`config.mk`:
```
export PLATFORM = sky130hd
export DESIGN_NAME = seg7_scan_mux_flat
export DESIGN_NICKNAME = d
export VERILOG_FILES = /design/src/rtl/seg7_scan_if.sv /design/src/rtl/seg7_scan_mux.sv /design/src/flat_wrapper.sv
export SDC_FILE = /design/constraint.sdc
export NUM_CORES = 1
export LEC_CHECK = 0
export ABC_AREA = 1
export BUFFER_PORTS_ARGS = -buffer_cell sky130_fd_sc_hd__buf_2
export CAP_MARGIN = 10
export CORE_UTILIZATION = 30
export DETAILED_ROUTE_END_ITERATION = 12
export GPL_ROUTABILITY_DRIVEN = 1
export GPL_TIMING_DRIVEN = 0
export SYNTH_ARGS = -nofsm -noshare
export SYNTH_HDL_FRONTEND = slang
export SYNTH_SLANG_ARGS = --single-unit
```
`constraint.sdc`:
```
create_clock -name clk -period 4.42 [get_ports clk]
set_clock_uncertainty 0.15 [all_clocks]
set_input_delay 0.221 -clock clk [delete_from_list [all_inputs] [get_ports clk]]
set_output_delay 0.221 -clock clk [all_outputs]
set_load 0.1 [all_outputs]
```
`src/rtl/seg7_scan_if.sv`:
```
// rtl/seg7_scan_if.sv - signal bundle between a 7-segment scan driver and its user
// Purpose: groups the control, pattern and display signals of seg7_scan_mux.
// Ports (master drives / slave drives):
//   en, dim[2:0], colon_en, seg_in0..3[6:0]  : master -> slave (controls, active-low patterns)
//   seg_out[6:0], dp_n, an[3:0], frame_start : slave -> master (display drive, frame pulse)
interface seg7_scan_if;
  logic       en;
  logic [2:0] dim;
  logic       colon_en;
  logic [6:0] seg_in0;
  logic [6:0] seg_in1;
  logic [6:0] seg_in2;
  logic [6:0] seg_in3;
  logic [6:0] seg_out;
  logic       dp_n;
  logic [3:0] an;
  logic       frame_start;

  modport master (
    output en, dim, colon_en, seg_in0, seg_in1, seg_in2, seg_in3,
    input  seg_out, dp_n, an, frame_start
  );

  modport slave (
    input  en, dim, colon_en, seg_in0, seg_in1, seg_in2, seg_in3,
    output seg_out, dp_n, an, frame_start
  );
endinterface

```
`src/rtl/seg7_scan_mux.sv`:
```
// rtl/seg7_scan_mux.sv - 4-digit common-anode 7-segment scan driver
// Purpose: scans four snapshotted active-low patterns onto one segment bus with
// per-slot blanking, PWM brightness and a blinking colon on digit 2.
// Ports:
//   clk        system clock
//   rst_n      asynchronous active-low reset
//   bus.slave  en, dim, colon_en, seg_in0..3 in; seg_out, dp_n, an, frame_start out
module seg7_scan_mux #(
  parameter int SCAN_DIV  = 12500,
  parameter int BLANK_CYC = 250,
  parameter int COLON_DIV = 25000000
) (
  input  logic        clk,
  input  logic        rst_n,
  seg7_scan_if.slave  bus
);

  localparam int SW = (SCAN_DIV  > 1) ? $clog2(SCAN_DIV)  : 1;
  localparam int CW = (COLON_DIV > 1) ? $clog2(COLON_DIV) : 1;

  logic [SW-1:0] slot_cnt;
  logic [1:0]    digit;
  logic [2:0]    pwm;
  logic [6:0]    shadow0, shadow1, shadow2, shadow3;
  logic [CW-1:0] colon_cnt;
  logic          colon_on;

  logic       slot_last;
  logic       frame_end;
  logic       lit;
  logic [6:0] cur_seg;

  assign slot_last = (slot_cnt == SW'(SCAN_DIV - 1));
  assign frame_end = slot_last && (digit == 2'd3);
  assign lit       = bus.en && (slot_cnt >= SW'(BLANK_CYC)) && (pwm <= bus.dim);

  always_comb begin
    cur_seg = shadow0;
    case (digit)
      2'd0: cur_seg = shadow0;
      2'd1: cur_seg = shadow1;
      2'd2: cur_seg = shadow2;
      2'd3: cur_seg = shadow3;
      default: cur_seg = shadow0;
    endcase
  end

  // Free-running PWM phase and colon blink timer; both ignore en.
  always_ff @(posedge clk or negedge rst_n) begin
    if (!rst_n) begin
      pwm       <= 3'd0;
      colon_cnt <= '0;
      colon_on  <= 1'b1;
    end else begin
      pwm <= pwm + 3'd1;
      if (colon_cnt == CW'(COLON_DIV - 1)) begin
        colon_cnt <= '0;
        colon_on  <= ~colon_on;
      end else begin
        colon_cnt <= colon_cnt + CW'(1);
      end
    end
  end

  // Scan position and shadows. While disabled the shadows track the inputs,
  // so a restart shows the latest patterns without waiting a frame.
  always_ff @(posedge clk or negedge rst_n) begin
    if (!rst_n) begin
      slot_cnt <= '0;
      digit    <= 2'd0;
      shadow0  <= 7'h7F;
      shadow1  <= 7'h7F;
      shadow2  <= 7'h7F;
      shadow3  <= 7'h7F;
    end else if (!bus.en) begin
      slot_cnt <= '0;
      digit    <= 2'd0;
      shadow0  <= bus.seg_in0;
      shadow1  <= bus.seg_in1;
      shadow2  <= bus.seg_in2;
      shadow3  <= bus.seg_in3;
    end else begin
      if (slot_last) begin
        slot_cnt <= '0;
        digit    <= digit + 2'd1;
      end else begin
        slot_cnt <= slot_cnt + SW'(1);
      end
      if (frame_end) begin
        shadow0 <= bus.seg_in0;
        shadow1 <= bus.seg_in1;
        shadow2 <= bus.seg_in2;
        shadow3 <= bus.seg_in3;
      end
    end
  end

  // Registered outputs: one cycle behind the scan state above.
  always_ff @(posedge clk or negedge rst_n) begin
    if (!rst_n) begin
      seg_out_r: begin end
      bus.seg_out     <= 7'h7F;
      bus.dp_n        <= 1'b1;
      bus.an          <= 4'hF;
      bus.frame_start <= 1'b0;
    end else begin
      bus.frame_start <= bus.en && frame_end;
      bus.an          <= lit ? ~(4'b0001 << digit) : 4'hF;
      bus.seg_out     <= lit ? cur_seg : 7'h7F;
      bus.dp_n        <= ~(lit && (digit == 2'd2) && bus.colon_en && colon_on);
    end
  end

endmodule

```
`src/flat_wrapper.sv`:
```
// flat-port wrapper written by rule: the top's interface ports become plain ports
module seg7_scan_mux_flat 
#(
  parameter int SCAN_DIV  = 12500,
  parameter int BLANK_CYC = 250,
  parameter int COLON_DIV = 25000000
)
  (clk, rst_n, bus_en, bus_dim, bus_colon_en, bus_seg_in0, bus_seg_in1, bus_seg_in2, bus_seg_in3, bus_seg_out, bus_dp_n, bus_an, bus_frame_start);
  seg7_scan_if bus_i ();
  input  logic clk;
  input  logic rst_n;
  input wire logic [$bits(bus_i.en)-1:0] bus_en;
  input wire logic [$bits(bus_i.dim)-1:0] bus_dim;
  input wire logic [$bits(bus_i.colon_en)-1:0] bus_colon_en;
  input wire logic [$bits(bus_i.seg_in0)-1:0] bus_seg_in0;
  input wire logic [$bits(bus_i.seg_in1)-1:0] bus_seg_in1;
  input wire logic [$bits(bus_i.seg_in2)-1:0] bus_seg_in2;
  input wire logic [$bits(bus_i.seg_in3)-1:0] bus_seg_in3;
  output wire logic [$bits(bus_i.seg_out)-1:0] bus_seg_out;
  output wire logic [$bits(bus_i.dp_n)-1:0] bus_dp_n;
  output wire logic [$bits(bus_i.an)-1:0] bus_an;
  output wire logic [$bits(bus_i.frame_start)-1:0] bus_frame_start;
  assign bus_i.en = bus_en;
  assign bus_i.dim = bus_dim;
  assign bus_i.colon_en = bus_colon_en;
  assign bus_i.seg_in0 = bus_seg_in0;
  assign bus_i.seg_in1 = bus_seg_in1;
  assign bus_i.seg_in2 = bus_seg_in2;
  assign bus_i.seg_in3 = bus_seg_in3;
  assign bus_seg_out = bus_i.seg_out;
  assign bus_dp_n = bus_i.dp_n;
  assign bus_an = bus_i.an;
  assign bus_frame_start = bus_i.frame_start;
  seg7_scan_mux #(.SCAN_DIV(SCAN_DIV), .BLANK_CYC(BLANK_CYC), .COLON_DIV(COLON_DIV)) u_core (.clk(clk), .rst_n(rst_n), .bus(bus_i));
endmodule
```
==> results.json, run 1 <==
{
  "status": "complete, no violations",
  "routed_via_density": 4.513,
  "synth_seq_cells": 86,
  "drt.antenna.violating_nets": 0,
  "top_usage_layer": "met2",
  "dr_total_vias": 3741,
  "grt_pass1_vias": 3680,
  "period_minus_slack_ns": 2.035,
  "ios": 48,
  "crit_path_max_fanout": 10,
  "ys_types": 29,
  "clock_sinks": 86,
  "cp.required_ns": 4.51,
  "wire_per_inst_um": 12.43,
  "rr_worst_depth": 6,
  "use_met3": 0.04167,
  "path_cells": "ha_1 > a21oi_1 > o21ai_0 > a21oi_1 > buf_2 > nand3_1",
  "rsz0062_at_grt": "no",
  "cts_hold_buffers": 29,
  "drive_gt1_frac": 0.2217,
  "hold_path_class": "input port to register",
  "postSynthCellCount": 553,
  "cts_resized": 0,
  "coreArea_mm2": 0.01453,
  "slew-limit-headroom": 0.6190,
  "critPathBufInv": 1,
  "grt_pass1_wl_um": 17300,
  "crit_cells": 6,
  "yosys_warnings": 0,
  "first_pass_iters": 4,
  "final_cell_mix": "nand2_1 (172), nor2_1 (80), buf_2 (50)",
  "grt_max_degree": 46,
  "critPathTopFamily": "compound AO/OA/AOI/OAI gates",
  "htree_num_levels": 3,
  "slowest_delay_ns": 0.43,
  "final_design_area_no_fill_mm2": 0.005532,
  "die_w_um": 124.0,
  "die-area_mm2": 0.01537,
  "cap_violations": 0,
  "fmax_ghz": 0.4913,
  "synth_area_mm2": 0.004463,
  "critPathSlowestCell": "a21oi_1",
  "area_growth_pct": 23.94,
  "tns_ns": 0,
  "overflow": 0,
  "diodes": 0,
  "p_per_area_mw_per_mm2": 308.1,
  "synth_fp_nets": 600,
  "clockBufferDepth": 2,
  "final_common_cell": "nand2_1",
  "worst_pin_slew_ns": 0.5716,
  "power_mw": 1.704,
  "min_path_cells": 4,
  "post-cts-setup-buffers": 0,
  "clk_latency_ns": 0.35,
  "start_util": 0.3071,
  "nets": 687,
  "drv_slew": 0,
  "totalWireLength_um": 10300,
  "synth_seq_area_share": 0.4937,
  "row_count": 44,
  "routabilityCongestion": 0.8810,
  "portBuffers": 46,
  "cts_buffers": 9,
  "critPathCaptureType": "register",
  "dpl.hpwl_um": 7292,
  "antenna_found_initial": 0,
  "grt_usage": 0.1474,
  "crit_path_frequent_cell": "a21oi_1",
  "cts-root-buf": "clkbuf_16",
  "finalHoldViolCount": 0,
  "final.period_utilization": 0.4605,
  "clk_transition_reported_paths_ns": 0.07,
  "drtIter0Drc": 222,
  "cts_tree": "yes",
  "power_leakage_nw": 2.513,
  "cp_data_arrival_time_ns": 2.13,
  "setup_viol": 0,
  "dieHeight_um": 124.0,
  "crit_type": "register to register",
  "start_kind": "register",
  "postSynthAreaPerCell_um2": 8.071,
  "drc_errors": 0,
  "ir_drop_v": 0.0002016,
  "use_met2": 0.2462,
  "placed_area_mm2": 0.004954,
  "met1_usage": 0.1834
}
-- per-layer routing --
metal,vias up,part of all wire
met3,10,0.037
li1,1912,-
met4,0,0.013
met5,-,0
met2,68,0.48
met1,1751,0.47
-- power breakdown --
part	switching [mW]	internal [mW]	total, mW
Clock	0.324	0.418	0.742
Sequential	0.0173	0.830	0.848
Combinational	0.0616	0.0532	0.115
-- logic make-up after synthesis --
kind of cell    count (synthesis)  share of synthesized area
buf+inv                        68                    0.06812
compound gates                 20                    0.02439
flops                          86                     0.4937
xor+xnor                       15                    0.02944
simple gates                  352                     0.3507
fa+ha+maj                      12                    0.03364
-- metrics by stage --
step | hold WS, ns | instances | worst slack, ns | utilization
2_1_floorplan | -0.2246 | 553 | 2.838 | -
3_3_place_gp | 0.2694 | 783 | 2.207 | 0.3388
3_5_place_dp | 0.1049 | 784 | 2.392 | 0.3408
4_1_cts | 0.008929 | 829 | 2.358 | 0.3806
5_1_grt | 0.02211 | 829 | 2.265 | 0.3806
6_report | 0.01585 | 829 | 2.385 | 0.3806
-- tightest hold or removal path, delay by kind of cell --
| kind | cells | cell delay [ns] |
|---|---|---|
| buffers and inverters | 2 | 0.13 |
| and+or+nand+nor | 2 | 0.14 |
-- final cells by class --
class,count,area [um2]
Clock inverter,4,30.03
Inverter,52,196.4
Sequential cell,86,2203
Timing Repair Buffer,76,550.5
Tap cell,184,230.2
Clock buffer,12,257.7
Buffer,16,107.6
Fill cell,1517,9002
Multi-Input combinational cell,399,1956
-- final timing paths --
path / startpoint / endpoint / slack (ns)
hold reg to reg: u_core.pwm[0] / u_core.pwm[0] / 0.30
min in group asynchronous: rst_n / u_core.colon_cnt[9] / 0.26
setup / recovery: u_core.pwm[2] / u_core.bus.an[1] / 2.38
hold / removal: bus_colon_en / u_core.bus.dp_n / 0.02
setup reg to reg: u_core.pwm[2] / u_core.bus.an[1] / 2.38
max in group asynchronous: rst_n / u_core.shadow2[4] / 3.20
-- state kept, by name (all words and copies together) (netlist names), 4 cells and up --
signal	cells
u_core.shadow1	7
u_core.slot_cnt	14
u_core.colon_cnt	25
u_core.bus.an	4
u_core.shadow3	7
u_core.bus.seg_out	7
u_core.shadow2	7
u_core.shadow0	7
-- synth_stat cells, drive strengths merged --
cell | number | area (um2)
nand2 | 174 | 663.1
nand3 | 62 | 380.4
ha | 12 | 150.1
dfstp | 41 | 1077
o21ai | 15 | 82.58
a21oi | 4 | 20.02
nor3 | 16 | 95.09
dfrtp | 45 | 1126
a31oi | 1 | 6.260
inv | 51 | 191.4
nand3b | 1 | 7.510
xor2 | 11 | 96.34
xnor2 | 4 | 35.03
clkinv | 1 | 5.000
buf | 14 | 100.1
or2 | 1 | 6.260
nand4 | 14 | 87.58
nor2 | 84 | 325.3
clkbuf | 2 | 7.510
(Power assumes the default switching activity.)
==> inputs of run 2 (changes only) <==
==> constraint.sdc (replaced) <==
create_clock -name clk -period 2 [get_ports clk]
set_clock_uncertainty 0.15 [all_clocks]
set_input_delay 0.1 -clock clk [delete_from_list [all_inputs] [get_ports clk]]
set_output_delay 0.1 -clock clk [all_outputs]
set_load 0.1 [all_outputs]
==> results.json, run 2 (same netlist as run 1, synthesis figures left out) <==
{
  "status": "complete, no violations",
  "p_sw_mw": 0.8894,
  "clk_latency_ns": 0.35,
  "fmax_ghz": 0.5452,
  "grt_usage": 0.1477,
  "worstHoldStart": "bus_en",
  "coreArea_mm2": 0.01453,
  "netSwitchingFraction": 0.2360,
  "hold_path_class": "input port to register",
  "worstSetupStartpoint": "u_core.pwm[2]",
  "die_w_um": 124.0,
  "final_design_area_no_fill_mm2": 0.005554,
  "portBuffers": 46,
  "totalWireLength_um": 10280,
  "internal_power_mw": 2.879,
  "placed_area_mm2": 0.004954,
  "comb_power_share": 0.068,
  "finalHoldViolCount": 0,
  "top_usage_layer": "met2",
  "drive_gt1_frac": 0.2257,
  "antenna_found_initial": 0,
  "rsz0062_at_grt": "no",
  "critPathCaptureType": "register",
  "rr_startpoint": "u_core.pwm[2]",
  "routed_via_density": 4.495,
  "drc_errors": 0,
  "grt_max_degree": 46,
  "cts_tree": "yes",
  "ir_drop_v": 0.0004455,
  "use_met2": 0.2469,
  "final_common_cell": "nand2_1",
  "nets": 689,
  "pre_cts_ws_ns": -0.02850,
  "clock_sinks": 86,
  "clk_transition_reported_paths_ns": 0.07,
  "dpl.hpwl_um": 7292,
  "drtIter0Drc": 241,
  "ios": 48,
  "final_cell_mix": "nand2_1 (172), nor2_1 (80), buf_2 (50)",
  "multi_input_area_mm2": 0.001959,
  "period_minus_slack_ns": 1.834,
  "start_util": 0.3071,
  "cap_violations": 0,
  "dr_total_vias": 3735,
  "dieHeight_um": 124.0,
  "met1_usage": 0.1837,
  "diodes": 0,
  "grt_pass1_vias": 3689,
  "largest_reg_flops": 25,
  "area_growth_pct": 24.45,
  "use_met3": 0.04167,
  "die-area_mm2": 0.01537,
  "final.period_utilization": 0.9172,
  "routabilityCongestion": 0.8810,
  "power_leakage_nw": 2.526,
  "setup_slack_ns": 0.1657,
  "slew-limit-headroom": 0.6200,
  "cts_buffers": 9,
  "p_per_area_mw_per_mm2": 678.5,
  "overflow": 0,
  "row_count": 44,
  "cp_data_arrival_time_ns": 1.93,
  "regArea_mm2": 0.002203,
  "drv_slew": 0,
  "pwr-share-seq": 0.497,
  "crit_path_max_fanout": 10,
  "wire_per_inst_um": 12.36,
  "tns_ns": 0,
  "clockBufferDepth": 2,
  "crit_type": "register to register",
  "cp.required_ns": 2.09,
  "htree_num_levels": 3,
  "regMostFlops": "u_core.colon_cnt",
  "first_pass_iters": 4,
  "p_clk_frac": 0.435,
  "drt.antenna.violating_nets": 0,
  "cts-root-buf": "clkbuf_16",
  "fillers": 1517,
  "place_inst": 784,
  "grt_pass1_wl_um": 17330,
  "instances_no_fill": 831,
  "setup_viol": 0,
  "start_kind": "register",
  "reg.largest.list": "u_core.colon_cnt (25), u_core.slot_cnt (14)",
  "worst_pin_slew_ns": 0.5700
}
run 2: changes by cell type in the layout (fill, tap and decap cells not counted), sizes merged:
cell	delta
buf	+1
dlygate4sd3	+1
run 2: critical path: stages, from the launching register on:
cell and delay [ns]:
dfrtp_1 0.39, ha_1 0.31, a21oi_1 0.15, o21ai_0 0.11, a21oi_2 0.25, buf_2 0.26, nand3_1 0.10
run 2: layout make-up:
type                            instances  share of cell area
Inverter                               52             0.03537
Clock buffer                           12             0.04641
Tap cell                              184             0.04145
Timing Repair Buffer                   78              0.1023
Sequential cell                        86              0.3967
Multi-Input combinational cell        399              0.3528
Clock inverter                          4            0.005407
Buffer                                 16             0.01960
run 2: metrics by stage:
| step | total power [mW] | util | hold WS, ns |
|---|---|---|---|
| 3_3_place_gp | 2.102 | 0.3388 | 0.1484 |
| 5_1_grt | 3.938 | 0.3821 | 0.06180 |
| 6_report | 3.768 | 0.3821 | 0.03356 |
| 3_5_place_dp | 2.115 | 0.3408 | -0.01608 |
| 4_1_cts | 3.805 | 0.3815 | 0.03214 |
| 2_1_floorplan | 2.000 | - | -0.3456 |
run 2: final timing paths:
kind / slack [ns] / cells past startpoint / end
hold reg to reg: 0.30 / 1 / u_core.pwm[0]
setup / recovery: 0.17 / 6 / u_core.bus.an[1]
setup reg to reg: 0.17 / 6 / u_core.bus.an[1]
max in group asynchronous: 0.90 / 3 / u_core.shadow2[4]
min in group asynchronous: 0.14 / 2 / u_core.colon_cnt[9]
hold / removal: 0.03 / 3 / u_core.slot_cnt[1]
run 2: what timing repair did:
item | CTS | global route
resized for setup | 1 | 2
pin swaps | 0 | 1
gates cloned | 0 | 0
hold endpoints to repair | 70 | 0
setup endpoints to repair | 10 | 8
setup buffers | 0 | 1
hold buffers | 30 | 0
run 2: power by group through the flow:
stage | clock network [mW] | registers (mW) | logic [mW]
after floorplan | 0 | 1.89 | 0.109
after global placement | 0 | 1.90 | 0.202
after detailed placement | 0 | 1.90 | 0.212
after CTS | 1.67 | 1.87 | 0.258
after global routing | 1.77 | 1.88 | 0.293
final | 1.64 | 1.87 | 0.258
run 2: per-layer routing:
metal  wire [um]  share of wire  vias to the layer above
met1        4764           0.46                     1739
li1            -              -                     1917
met3         367          0.036                       10
met2        5011           0.49                       69
met5           0              0                        -
met4         133          0.013                        0
